[config.mk]
export PLATFORM = sky130hd
export DESIGN_NAME = mem_bus_arbiter
export DESIGN_NICKNAME = d
export VERILOG_FILES = /design/src/rtl/mem_bus_arbiter.sv
export SDC_FILE = /design/constraint.sdc
export NUM_CORES = 1
export LEC_CHECK = 0
export CAP_MARGIN = 20
export CORE_MARGIN = 5
export CORE_UTILIZATION = 35
export CTS_BUF_LIST = sky130_fd_sc_hd__clkbuf_8 sky130_fd_sc_hd__clkbuf_16
export DETAILED_ROUTE_END_ITERATION = 10
export PLACE_DENSITY = 0.72
export RECOVER_POWER = 50
export SYNTH_ARGS = -nofsm -noshare
export SYNTH_HDL_FRONTEND = slang
export SYNTH_SLANG_ARGS = --single-unit
[constraint.sdc]
create_clock -name clk -period 9.04 [get_ports clk]
set_input_delay 2.712 -clock clk [delete_from_list [all_inputs] [get_ports clk]]
set_output_delay 2.712 -clock clk [all_outputs]
set_load 0.05 [all_outputs]
[src/rtl/mem_bus_arbiter.sv]
// -----------------------------------------------------------------------------
// mem_bus_arbiter
//
// Shares one external memory port between a CPU requester and a DMA
// (bootloader/debug) requester. Arbitration is round-robin, one transaction is
// in flight at a time, every output is registered, and each access has a
// wait-state timeout that completes it with ERR_DATA if memory never answers.
//
// Ports
//   clk, reset                    rising-edge clock, async active-high reset
//   cpu_req/we/addr/wdata         CPU request (held until cpu_ready)
//   cpu_rdata, cpu_ready          CPU read data (held) and 1-cycle done pulse
//   dma_req/we/addr/wdata         DMA request
//   dma_rdata, dma_ready          DMA read data (held) and 1-cycle done pulse
//   mem_req/we/addr/wdata         memory request, held until mem_ack
//   mem_rdata, mem_ack            memory read data and completion
//   grant                         current owner: 00 none, 01 CPU, 10 DMA
//   timeout                       sticky flag, set by any expired access
// -----------------------------------------------------------------------------
module mem_bus_arbiter #(
    parameter int            AW       = 32,
    parameter int            DW       = 32,
    parameter int            MAX_WAIT = 15,
    parameter logic [DW-1:0] ERR_DATA = DW'(32'hDEADBEEF)
) (
    input  logic          clk,
    input  logic          reset,

    input  logic          cpu_req,
    input  logic          cpu_we,
    input  logic [AW-1:0] cpu_addr,
    input  logic [DW-1:0] cpu_wdata,
    output logic [DW-1:0] cpu_rdata,
    output logic          cpu_ready,

    input  logic          dma_req,
    input  logic          dma_we,
    input  logic [AW-1:0] dma_addr,
    input  logic [DW-1:0] dma_wdata,
    output logic [DW-1:0] dma_rdata,
    output logic          dma_ready,

    output logic          mem_req,
    output logic          mem_we,
    output logic [AW-1:0] mem_addr,
    output logic [DW-1:0] mem_wdata,
    input  logic [DW-1:0] mem_rdata,
    input  logic          mem_ack,

    output logic [1:0]    grant,
    output logic          timeout
);

    typedef enum logic [1:0] {
        IDLE     = 2'd0,
        CPU_BUSY = 2'd1,
        DMA_BUSY = 2'd2,
        DONE     = 2'd3
    } state_t;

    localparam logic [7:0] WAIT_LIMIT = 8'(MAX_WAIT);

    state_t     state_q, state_d;
    logic       last_dma;     // 1 when the DMA port owned the previous access
    logic [7:0] wait_cnt;     // ack-less BUSY cycles of the current access

    logic start_cpu, start_dma, finish, expired;
    logic busy;

    assign busy = (state_q == CPU_BUSY) || (state_q == DMA_BUSY);

    // Next-state decode plus the strobes the datapath register block acts on.
    always_comb begin
        // NOTE: every output of this block gets a default first so that no path
        // leaves a signal unassigned, which would infer a latch.
        state_d   = state_q;
        start_cpu = 1'b0;
        start_dma = 1'b0;
        finish    = 1'b0;
        expired   = 1'b0;
        unique case (state_q)
            IDLE: begin
                // On a tie the port that did not own the last access wins.
                if (cpu_req && (!dma_req || last_dma)) begin
                    start_cpu = 1'b1;
                    state_d   = CPU_BUSY;
                end else if (dma_req) begin
                    start_dma = 1'b1;
                    state_d   = DMA_BUSY;
                end
            end
            CPU_BUSY, DMA_BUSY: begin
                // An ack in the same cycle the counter hits the limit wins.
                if (mem_ack) begin
                    finish  = 1'b1;
                    state_d = DONE;
                end else if (wait_cnt == WAIT_LIMIT) begin
                    finish  = 1'b1;
                    expired = 1'b1;
                    state_d = DONE;
                end
            end
            DONE:    state_d = IDLE;
            default: state_d = IDLE;
        endcase
    end

    // NOTE: sequential state uses non-blocking assignments so every register
    // samples pre-edge values regardless of statement order.
    always_ff @(posedge clk or posedge reset) begin
        if (reset) state_q <= IDLE;
        else       state_q <= state_d;
    end

    // Registered outputs toward memory and both requesters.
    always_ff @(posedge clk or posedge reset) begin
        if (reset) begin
            mem_req   <= 1'b0;
            mem_we    <= 1'b0;
            mem_addr  <= '0;
            mem_wdata <= '0;
            grant     <= 2'b00;
            cpu_ready <= 1'b0;
            dma_ready <= 1'b0;
            cpu_rdata <= '0;
            dma_rdata <= '0;
            timeout   <= 1'b0;
            wait_cnt  <= '0;
            last_dma  <= 1'b1;   // CPU wins the first tie after reset
        end else begin
            cpu_ready <= 1'b0;
            dma_ready <= 1'b0;

            if (start_cpu) begin
                mem_req   <= 1'b1;
                mem_we    <= cpu_we;
                mem_addr  <= cpu_addr;
                mem_wdata <= cpu_wdata;
                grant     <= 2'b01;
                last_dma  <= 1'b0;
                wait_cnt  <= '0;
            end

            if (start_dma) begin
                mem_req   <= 1'b1;
                mem_we    <= dma_we;
                mem_addr  <= dma_addr;
                mem_wdata <= dma_wdata;
                grant     <= 2'b10;
                last_dma  <= 1'b1;
                wait_cnt  <= '0;
            end

            if (busy && !finish) wait_cnt <= wait_cnt + 8'd1;

            if (finish) begin
                mem_req <= 1'b0;
                // Writes leave the owner's read-data register untouched.
                if (state_q == CPU_BUSY) begin
                    cpu_ready <= 1'b1;
                    if (!mem_we) cpu_rdata <= expired ? ERR_DATA : mem_rdata;
                end else begin
                    dma_ready <= 1'b1;
                    if (!mem_we) dma_rdata <= expired ? ERR_DATA : mem_rdata;
                end
                if (expired) timeout <= 1'b1;
            end

            if (state_q == DONE) grant <= 2'b00;
        end
    end

endmodule

After elaboration in Yosys (flattened, before gate mapping)
Cells that the tools add are included.
{ "word_totals": {"reg_bits": 146, "input_bits": 167, "output_inout_bits": 135, "wordCells": 75} }
{ "op_classes": {"add_sub_neg": 1, "eq_ne": 6, "muxes": 37, "bitwise": 2, "reduce_logical": 16} }
{ "ops": {"columns": ["op", "count"], "rows": [
  ["$mux 32", 5],
  ["$mux 8", 3],
  ["$mux 1", 21],
  ["$mux 2", 7],
  ["$reduce_bool 3->1", 3],
  ["$add 8x1->8 const B", 1],
  ["$eq 8x4->1 const B", 1],
  ["$ne 3x3->1 const B", 2],
  ["$pmux 2 s3", 1],
  ["$reduce_and 3->1", 2],
  ["$eq 2x2->1 const B", 2],
  ["$reduce_and 2->1", 2],
  ["$eq 2x1->1 const B", 1],
  ["$logic_and 1x1->1", 2],
  ["$logic_not 1->1", 2],
  ["$logic_not 2->1", 1],
  ["$logic_or 1x1->1", 2],
  ["$not 1->1", 2],
  ["$reduce_bool 2->1", 1],
  ["$reduce_or 2->1", 1]
]} }

Depth between registers and ports, before layout
Gate-level depths: netlist of run 1.
{ "logic_depth": {"ltp_word": 8, "depth_mapped": 8, "depth_no_buf": 6} }

Least setup slack after synthesis of run 1
Ideal clock, no wire load.
{ "synth_path": {"path_kind": "input port to flip-flop", "from": "input port mem_ack", "to": "register wait_cnt[7]", "setup_ps": 130, "arrival_ps": 3610, "required_ps": 8910, "path_slack_ps": 5300, "cell_stages": 4, "path_buffers": 0, "cell_sequence": "nand2b_1 or4_1 o211ai_1 o21ai_0"} }
{ "synth_via": {"elab_chain_cells": 5, "elab_cells_between_ends": 6, "cone_classes": "3 x mux; 3 x reduce/logical"} }
{ "synth_lines": {"columns": ["item", "line", "text"], "rows": [
  ["from (decl)", "48", "input logic mem_ack,"],
  ["$mux 1 (*)", "94", "if (mem_ack) begin"],
  ["$mux 1 (*)", "81", "unique case (state_q)"],
  ["$logic_not 1->1 (*)", "154", "if (busy && !finish) wait_cnt <= wait_cnt + 8'd1;"],
  ["$logic_and 1x1->1 (*)", "154", null],
  ["$reduce_bool 3->1 (no source line) or $mux 8 (tied branches)", null, null],
  ["to (signal assigned)", "154", null],
  ["to (decl)", "65", "logic [7:0] wait_cnt;"]
]} }
Mark *: on every way between the ends. The rest lies on a longest branch, timed or not.
A chain may end at the register's enable or synchronous reset.

Worst setup path in the final report of run 1
{ "layout_path": {"from": "input port dma_req", "to": "register mem_addr[1]"} }
{ "layout_via": {"elab_chain_cells": 6, "elab_cells_between_ends": 10, "cone_classes": "6 x mux; 4 x reduce/logical"} }
{ "layout_lines": {"columns": ["item", "line", "text"], "rows": [
  ["from (decl)", "36", "input logic dma_req,"],
  ["$logic_not 1->1", "84", "if (cpu_req && (!dma_req || last_dma)) begin"],
  ["$logic_or 1x1->1", "84", null],
  ["$logic_and 1x1->1", "84", null],
  ["$mux 1", "84", null],
  ["$mux 1", "81", null],
  ["$mux 32 or $reduce_bool 2->1 (tied branches)", null, null],
  ["to (signal assigned)", "137", "mem_addr <= cpu_addr;"],
  ["to (signal assigned)", "147", "mem_addr <= dma_addr;"],
  ["to (decl)", "45", "output logic [AW-1:0] mem_addr,"]
]} }
Parallel ways exist; a longest one is shown, timed or not.

==> flow_summary_export.csv, run 1 <==
group,metric,value,unit
status,status,"finished with violations",
status,violations,"max-capacitance violations, max-slew violations",
critical_path,crit_path_max_incr_delay,1.75,ns
timing,fin_crit_sh,65.39,%
timing,finalHoldViolCount,0,
placed_design,port_buffers,301,
clock_tree,cts-root-buf,"clkbuf_16",
power,power_density,433.7,nW/um^2
global_route,globalRouteTotalUtil,19.00,%
timing,tightest_slew,3.148,ns
synthesis,ys_types,44,
critical_path,crit_required,9.39,ns
route,dr_wl_met2,9185,um
route,firstDrtPassIters,5,
route,vias_per_cell,5.064,
synthesis,netlist_top_cells_area,"dfrtp_1 (61%), nand2_1 (8.7%), a22oi_1 (8.3%), o22a_1 (6.8%), a22o_1 (2.4%)",
global_route,grt_max_degree,78,
synthesis,synth-seq-cells,146,
synthesis,synth_flop_cell,"dfrtp_1",
clock_tree,clockBufferDepth,2,
worst_hold_path,holdCritStartpoint,"mem_wdata[4]",
floorplan,start_util,35.60,%
clock_tree,cts_buffers,17,
power,power.leakage,4.197,nW
global_route,grt_antenna_before_repair,0,
timing,finalSetupViolCount,0,
final_layout,drive_above_1_share,5.103,%
floorplan,coreArea,16580,sq um
synthesis,ys_top_cells_by_count,"dfrtp_1 (145), nand2_1 (137), a22oi_1 (65)",
critical_path,critical_path.top_delay_family,"compound AO/OA/AOI/OAI gates",
critical_path,crit_chain,"dlygate4sd3_1, inv_1, a211oi_1, buf_4, a22oi_1, nand2_1",
synthesis,async_flop_share,100.0,%
clock_tree,insertion_delay,0.42,ns
timing,fin_setup_tns,0,ns
timing,max_slew_margin,-111.0,%
synthesis,syn_area_per_cell,11.35,sq um
floorplan,die_width,139.9,um
synthesis,synth_top_area_share,61.47,%
timing,max_freq,0.1692,GHz
floorplan,die_area,19560,sq um
critical_path,cp-end-kind,"flop",
clock_tree,cts_tree,"built",
timing,min_period,5.911,ns
final_layout,stdcell_area,9623,sq um
clock_tree,clk_pin_slew,0.06,ns
clock_tree,cts_sinks,146,
placed_design,place_congestion,0.8146,
route,final_antenna_net_count,0,
clock_tree,cts_resized,0,
synthesis,syn_inst,520,
route,routedWlPerCell,18.11,um
final_layout,syn_to_final_growth,63.01,%
placed_design,dp_cells,1011,
final_layout,final_cells,1043,
route,vias,5282,
timing,maxSlewViolCount,91,
placed_design,dpl-instance-area,9046,sq um
route,drc,0,
timing,rsz0062_at_grt,"false",
critical_path,path_max_fanout,51,
synthesis,yosysMostFrequentCell,"dfrtp_1",
synthesis,synth-edff-count,0,
synthesis,yosysTopAreaCell,"dfrtp_1",
flow_run,maxCapViolations,2,
clock_tree,htree_num_levels,4,
route,top_layer_used,"met4",
clock_tree,cts.hold.buffers_added,0,
global_route,gr-total-overflow,0,
synthesis,synth.net_count,691,
floorplan,io_pins,302,
synthesis,yosysSeqAreaShare,61.91,%
synthesis,yosysWarnings,0,
critical_path,crit_path_top_delay_cell,"a211oi_1",
critical_path,critPathArrivalTime,6.27,ns
floorplan,core.rowCount,47,
global_route,grt_pass1_vias,5622,
critical_path,startpoint_type,"input port",
final_layout,nets,981,
synthesis,synth_area,5903,sq um
route,drt_iter0_markers,325,
final_layout,n_antenna_cell,0,
placed_design,dp_hpwl,13930,um
critical_path,cp.buffers_inverters,3,
clock_tree,post-cts-setup-buffers,0,
global_route,grt_pass1_wl,29930,um
critical_path,reg2reg_from,"state_q[1]",
route,drt-met1-wl,7480,um
critical_path,startpoint,"dma_req",
power,vdd_drop_max,231.7,uV
critical_path,crit_type,"in -> reg",
worst_hold_path,hp-class,"reg -> reg",
route,routed-wl-met3,1922,um
floorplan,die_y,139.9,um
route,wirelength,18890,um
timing,hold_slack,0.4674,ns
timing,skew,0.009575,ns
## state kept, by name (all words and copies together), names as in the netlist
| name | flops |
|---|---|
| cpu_rdata | 32 |
| dma_rdata | 32 |
| mem_addr | 32 |
| mem_wdata | 32 |
| wait_cnt | 8 |
| grant | 2 |
| state_q | 2 |
| cpu_ready | 1 |
| dma_ready | 1 |
| last_dma | 1 |
| mem_req | 1 |
| mem_we | 1 |
| timeout | 1 |
## stage by stage
stage                     utilization (%)  power (W)  setup slack, ns
after floorplan                         -   0.002702            2.407
after global placement              54.55   0.003491            4.054
after detailed placement            54.55   0.003539            3.939
after CTS                           58.18   0.004267            4.376
after global routing                58.03   0.004390            2.675
final                               58.03   0.004174            3.129
## worst reg2reg max path, stage by stage (launching register included)
cell      delay, ns
dfrtp_1        0.40
inv_1          0.08
ha_1           0.30
inv_2          0.08
a211oi_1       1.78
buf_4          0.71
a22oi_1        0.24
nand2_1        0.10
## report_power, final
part | switching, W | total, W | internal, W
sequential | 0.000173 | 0.00114 | 0.000962
combinational | 0.00155 | 0.00233 | 0.000772
clock | 0.000271 | 0.000711 | 0.000440
total | 0.00200 | 0.00417 | 0.00217
## layer usage
metal  track usage [%]  up-vias
met5                 0        -
met3             8.268       22
met2             31.22      243
met4             5.405        0
li1                  -     2465
met1             22.83     2552
## cell families (layout without fill, tap and decap cells)
| logic type | Yosys count | count (layout) | synth area share [%] |
|---|---|---|---|
| compound gates | 158 | 158 | 21.20 |
| xor+xnor | 1 | 1 | 0.1484 |
| fa+ha+maj | 4 | 4 | 0.8479 |
| buf+inv | 40 | 343 | 3.752 |
| flops | 146 | 146 | 61.91 |
| simple gates | 171 | 171 | 12.15 |
## worst paths after layout
| check | depth (start not counted) | slack, ns | endpoint |
|---|---|---|---|
| max in group asynchronous | 3 | 3.35 | cpu_rdata[20] |
| worst max register to register | 7 | 5.29 | mem_addr[1] |
| worst min register to register | 2 | 0.47 | mem_wdata[4] |
| worst min-delay path | 2 | 0.47 | mem_wdata[4] |
| worst max-delay path | 6 | 3.13 | mem_addr[1] |
| min in group asynchronous | 2 | 3.63 | mem_wdata[25] |
## cell type report
cell class	instances	area, sq um
clock buffer	18	439.2
clock inverter	14	162.7
fill	1378	6960
inverter	6	23.77
multi-input combinational	334	2024
sequential	146	3655
tap	220	275.3
timing repair buffer	305	3043
## layout by cell type (no fill, tap or decap), drive strengths merged, types with 2 or more instances in the layout
| master | n |
|---|---|
| a22o | 16 |
| a21o | 3 |
| buf | 4 |
| or4 | 2 |
| and3 | 4 |
| o22a | 46 |
| clkbuf | 18 |
| a22oi | 65 |
| nand3 | 9 |
| nor3 | 2 |
| clkinvlp | 5 |
| o21ai | 10 |
| a21oi | 6 |
| nand2b | 2 |
| nor2 | 7 |
| ha | 4 |
| dfrtp | 145 |
| dlygate4sd3 | 52 |
| inv | 11 |
| nand2 | 138 |
| bufinv | 3 |
| o211ai | 3 |
| clkdlybuf4s50 | 249 |
No activity file was read; power rests on OpenSTA's default activity.
==> run 2, diff against run 1 <==
Clock period 9.04 ns to 6 ns, I/O delays scaled along.
==> run 2 against run 1 <==
The run now ends clean. First-iteration DRC count fell by 34%. Setup slack got worse by 0.93 ns. Via count fell by 0.40%. Sequential share of layout area fell by 0.26 points. Clock skew fell by 0.0014 ns. Hold slack improved by 0.0060 ns. Wire length fell by 0.16%. Final cell count barely moved. Power rose by 53%. Die area did not move.
==> flow_summary_export.csv, run 2 (synthesized netlist as in run 1, its figures left out) <==
group,metric,value,unit
status,status,"finished, final reports clean",
critical_path,crit_type,"in -> reg",
critical_path,reg2reg_from,"state_q[1]",
power,swShare,47.28,%
power,p_int,0.003371,W
global_route,grt_pass1_vias,5524,
global_route,grt_util_met3,7.856,%
floorplan,coreArea,16580,sq um
worst_hold_path,hp-class,"reg -> reg",
placed_design,dp_cells,1011,
placed_design,place_congestion,0.8047,
route,final_antenna_net_count,0,
final_layout,nets,982,
clock_tree,post-cts-setup-buffers,0,
clock_tree,htree_num_levels,4,
floorplan,start_util,35.60,%
final_layout,stdcell_area,9689,sq um
power,p_comb_share,55.8,%
final_layout,fillers,1386,
floorplan,core.rowCount,47,
global_route,use_met2,31.68,%
timing,maxSlewViolCount,0,
final_layout,final_common_cell,"clkdlybuf4s50_1",
global_route,grt_antenna_before_repair,0,
final_layout,multiInputGateArea,2046,sq um
floorplan,die_width,139.9,um
critical_path,cp-end-kind,"flop",
timing,tightest_slew,1.165,ns
power,vdd_drop_max,370.4,uV
route,wirelength,18860,um
route,drc,0,
route,firstDrtPassIters,5,
clock_tree,clk_pin_slew,0.06,ns
timing,fin_setup_tns,0,ns
final_layout,syn_to_final_growth,64.14,%
power,power_density,660.0,nW/um^2
critical_path,reg2reg_depth,7,
placed_design,dpl-instance-area,9046,sq um
final_layout,drive_above_1_share,5.461,%
timing,skew,0.008183,ns
placed_design,port_buffers,301,
power,netSwitchingPower,0.003024,W
timing,finalHoldViolCount,0,
power,p_clk_share,17.3,%
floorplan,die_y,139.9,um
timing,finalSetupViolCount,0,
global_route,grt_max_degree,117,
critical_path,critPathArrivalTime,4.15,ns
route,vias,5261,
clock_tree,clockBufferDepth,2,
global_route,gr-usage-met1,22.89,%
critical_path,cp-endpoint,"mem_wdata[20]",
critical_path,startpoint,"dma_req",
clock_tree,cts_resized,0,
critical_path,timing.rr.end,"mem_wdata[20]",
critical_path,r2r_slack,3.44,ns
global_route,grt-busiest-layer,"met2",
clock_tree,cts_sinks,146,
timing,max_freq,0.2628,GHz
global_route,globalRouteTotalUtil,19.01,%
timing,fin_crit_sh,63.41,%
clock_tree,cts_tree,"built",
power,power.leakage,4.211,nW
final_layout,final_cells,1044,
placed_design,dp_hpwl,14010,um
global_route,gr-total-overflow,0,
final_layout,regArea,3655,sq um
critical_path,path_max_fanout,51,
clock_tree,insertion_delay,0.41,ns
final_layout,n_antenna_cell,0,
floorplan,io_pins,302,
clock_tree,cts-root-buf,"clkbuf_16",
critical_path,crit_required,6.34,ns
critical_path,crit_chain,"dlygate4sd3_1, inv_1, a211oi_4, buf_4, a22oi_1, nand2_1",
route,drt_iter0_markers,213,
floorplan,die_area,19560,sq um
timing,min_period,3.805,ns
clock_tree,cts.hold.buffers_added,0,
power,power,0.006395,W
critical_path,startpoint_type,"input port",
power,seq_power_share,26.8,%
final_layout,fin_util,58.43,%
timing,max_slew_margin,21.93,%
route,vias_per_cell,5.039,
clock_tree,cts_buffers,17,
final_layout,mostFrequentLayoutCells,"clkdlybuf4s50_1 (298), dfrtp_1 (145), nand2_1 (137), a22oi_1 (65), o22a_1 (46)",
route,routedWlPerCell,18.06,um
critical_path,crit_path_max_incr_delay,0.68,ns
critical_path,crit_path_top_delay_cell,"a211oi_4",
global_route,grt_pass1_wl,29950,um
timing,rsz0062_at_grt,"false",
flow_run,maxCapViolations,0,
run 2: cell types whose count changed in the layout (fill, tap and decap cells not counted), sizes merged:
cell,before,now
clkinvlp,5,3
clkinv,1,3
bufinv,3,4
buf,4,5
dlygate4sd3,52,3
clkdlybuf4s50,249,298
clkbuf,18,17
run 2: routing by layer:
metal / part of all wire (%) / vias up
met4: 1.5 / 0
met3: 9.3 / 19
met1: 40 / 2559
met5: 0 / -
li1: - / 2451
met2: 49 / 232
run 2: power groups by stage:
stage / Clock, W / Combinational, W / Sequential, W
2_1_floorplan: 0 / 0.000873 / 0.00320
3_3_place_gp: 0 / 0.00355 / 0.00171
3_5_place_dp: 0 / 0.00360 / 0.00173
4_1_cts: 0.00113 / 0.00360 / 0.00172
5_1_grt: 0.00119 / 0.00377 / 0.00178
6_report: 0.00111 / 0.00357 / 0.00172
run 2: through the flow:
stage	hold slack [ns]	setup slack (ns)
final	0.4735	2.195
after CTS	0.4762	2.297
after global routing	0.5004	2.032
after global placement	0.4590	1.924
after floorplan	0.4780	0.2787
after detailed placement	0.4621	1.858
run 2: cell type report:
type                            count  share of cell area (%)
Inverter                            6                  0.2454
Clock inverter                     15                   2.002
Multi-Input combinational cell    334                   21.11
Sequential cell                   146                   37.72
Clock buffer                       17                   4.390
Tap cell                          220                   2.841
Timing Repair Buffer              306                   31.69
run 2: worst min-delay path by stage:
stage / start / cells past startpoint / to
2_1_floorplan: wait_cnt[7] / 1 / wait_cnt[7]
3_3_place_gp: mem_addr[1] / 2 / mem_addr[1]
3_5_place_dp: mem_addr[3] / 2 / mem_addr[3]
4_1_cts: mem_addr[3] / 2 / mem_addr[3]
5_1_grt: mem_wdata[23] / 2 / mem_wdata[23]
6_report: mem_addr[3] / 2 / mem_addr[3]
run 2: critical path: cells and delay by family:
kind / cells / cell delay [ns]
AND/OR/NAND/NOR: 1 / 0.11
buffers and inverters: 3 / 1.34
AO/OA/AOI/OAI: 2 / 0.86
==> run 3, diff against run 2 <==
Settings changed: PLACE_DENSITY 0.72 to 0.75.
Clock period 6 ns to 3.3 ns, I/O delays scaled along.
==> run 3 against run 2 <==
Via count down 0.99%. Setup slack worse by 1.6 ns. First-iteration DRC count up 17%. Combinational power up 83%. Critical path depth down 5. Final area down 0.22%. Wire length down 5.7%. Critical path type is now reg -> out. Largest power group unchanged. Utilization down 0.13 points.
==> flow_summary_export.csv, run 3 (synthesized netlist as in run 1, its figures left out) <==
group,metric,value,unit
global_route,grt_antenna_before_repair,0,
critical_path,crit_path_top_delay_cell,"clkdlybuf4s50_1",
clock_tree,cts-root-buf,"clkbuf_16",
route,final_antenna_net_count,0,
timing,max_slew_margin,32.91,%
critical_path,startpoint_type,"flop",
power,vdd_drop_max,579.9,uV
power,power,0.01145,W
critical_path,crit_type,"reg -> out",
floorplan,core.rowCount,47,
route,vias_per_cell,4.985,
placed_design,port_buffers,301,
clock_tree,post-cts-setup-buffers,0,
critical_path,path_max_fanout,2,
critical_path,critPathArrivalTime,1.67,ns
global_route,grt_pass1_wl,28390,um
clock_tree,clockBufferDepth,2,
floorplan,start_util,35.60,%
power,power.leakage,4.192,nW
clock_tree,cts_buffers,17,
clock_tree,cts_sinks,146,
critical_path,crit_path_max_incr_delay,0.84,ns
final_layout,mostFrequentLayoutCells,"clkdlybuf4s50_1 (298), dfrtp_1 (145), nand2_1 (138), a22oi_1 (65), o22a_1 (46)",
timing,max_freq,0.3758,GHz
final_layout,fin_util,58.30,%
timing,tightest_slew,1.006,ns
timing,rsz0062_at_grt,"false",
timing,finalHoldViolCount,0,
timing,maxSlewViolCount,0,
critical_path,critical_path.top_delay_family,"buffers and inverters",
timing,min_period,2.661,ns
route,vias,5209,
timing,fin_crit_sh,80.64,%
route,drc,0,
clock_tree,insertion_delay,0.42,ns
placed_design,place_congestion,0.7845,
floorplan,die_area,19560,sq um
global_route,globalRouteTotalUtil,18.20,%
clock_tree,htree_num_levels,4,
final_layout,nets,983,
route,drt_iter0_markers,249,
critical_path,cp-end-kind,"output pin",
timing,skew,0.01180,ns
global_route,grt_pass1_vias,5329,
clock_tree,cts_resized,0,
floorplan,coreArea,16580,sq um
route,firstDrtPassIters,5,
critical_path,crit_chain,"clkdlybuf4s50_1",
power,power_density,1184,nW/um^2
clock_tree,clk_pin_slew,0.07,ns
global_route,gr-total-overflow,0,
floorplan,die_y,139.9,um
final_layout,final_common_cell,"clkdlybuf4s50_1",
floorplan,io_pins,302,
critical_path,cp.buffers_inverters,1,
timing,fin_setup_tns,0,ns
final_layout,n_antenna_cell,0,
final_layout,drive_above_1_share,5.818,%
timing,finalSetupViolCount,0,
floorplan,die_width,139.9,um
critical_path,crit_required,2.31,ns
flow_run,maxCapViolations,0,
status,status,"finished, final reports clean",
placed_design,dp_hpwl,12780,um
worst_hold_path,hp-class,"reg -> reg",
clock_tree,cts_tree,"built",
route,wirelength,17790,um
global_route,grt_max_degree,147,
final_layout,syn_to_final_growth,63.78,%
route,routedWlPerCell,17.02,um
clock_tree,cts.hold.buffers_added,0,
run 3: changes by cell type in the layout (fill, tap and decap cells not counted), moves of 2 or more:
| cell | change |
|---|---|
| buf_12 | +5 |
| bufinv_16 | -4 |
| inv_1 | -4 |
| buf_4 | -3 |
| inv_6 | +3 |
| clkinv_8 | +2 |
| inv_8 | +2 |
run 3: area by class of cell:
class / count / area, sq um
clock buffer: 17 / 425.4
clock inverter: 15 / 145.1
fill: 1432 / 6915
inverter: 6 / 23.77
multi-input combinational: 334 / 2023
sequential: 146 / 3655
tap: 220 / 275.3
timing repair buffer: 307 / 3120
run 3: path summary, 6_finish.rpt:
path | slack [ns] | endpoint | depth (start not counted) | start
worst max register to register | 0.97 | dma_rdata[15] | 6 | state_q[0]
max in group asynchronous | 1.47 | mem_wdata[27] | 3 | reset
min in group asynchronous | 1.31 | cpu_rdata[18] | 3 | reset
worst min register to register | 0.47 | mem_wdata[31] | 2 | mem_wdata[31]
worst max-delay path | 0.64 | mem_wdata[11] | 1 | mem_wdata[11]
worst min-delay path | 0.47 | mem_wdata[31] | 2 | mem_wdata[31]
run 3: report_power, final:
group | switching (W) | leakage [nW] | internal, W
sequential | 0.000460 | 1.77 | 0.00263
combinational | 0.00425 | 2.15 | 0.00228
clock | 0.000841 | 0.275 | 0.000997
total | 0.00555 | 4.19 | 0.00591
run 3: routing by layer:
| layer | GRT usage (%) | vias to the layer above | wire length, um |
|---|---|---|---|
| met2 | 31.27 | 222 | 8800 |
| met5 | 0 | - | 0 |
| met3 | 8.165 | 18 | 1857 |
| li1 | - | 2465 | - |
| met1 | 20.64 | 2504 | 6917 |
| met4 | 4.895 | 0 | 214 |
run 3: through the flow:
stage	hold WS (ns)	instance area, sq um	std cells	worst slack (ns)
finish	0.4708	9668	1045	0.6388
global placement	0.4571	9123	1013	0.4697
floorplan	0.4780	5907	520	0.4778
global route	0.4862	9668	1045	0.5832
CTS	0.4776	9693	1045	0.5997
detailed placement	0.4618	9123	1013	0.4290
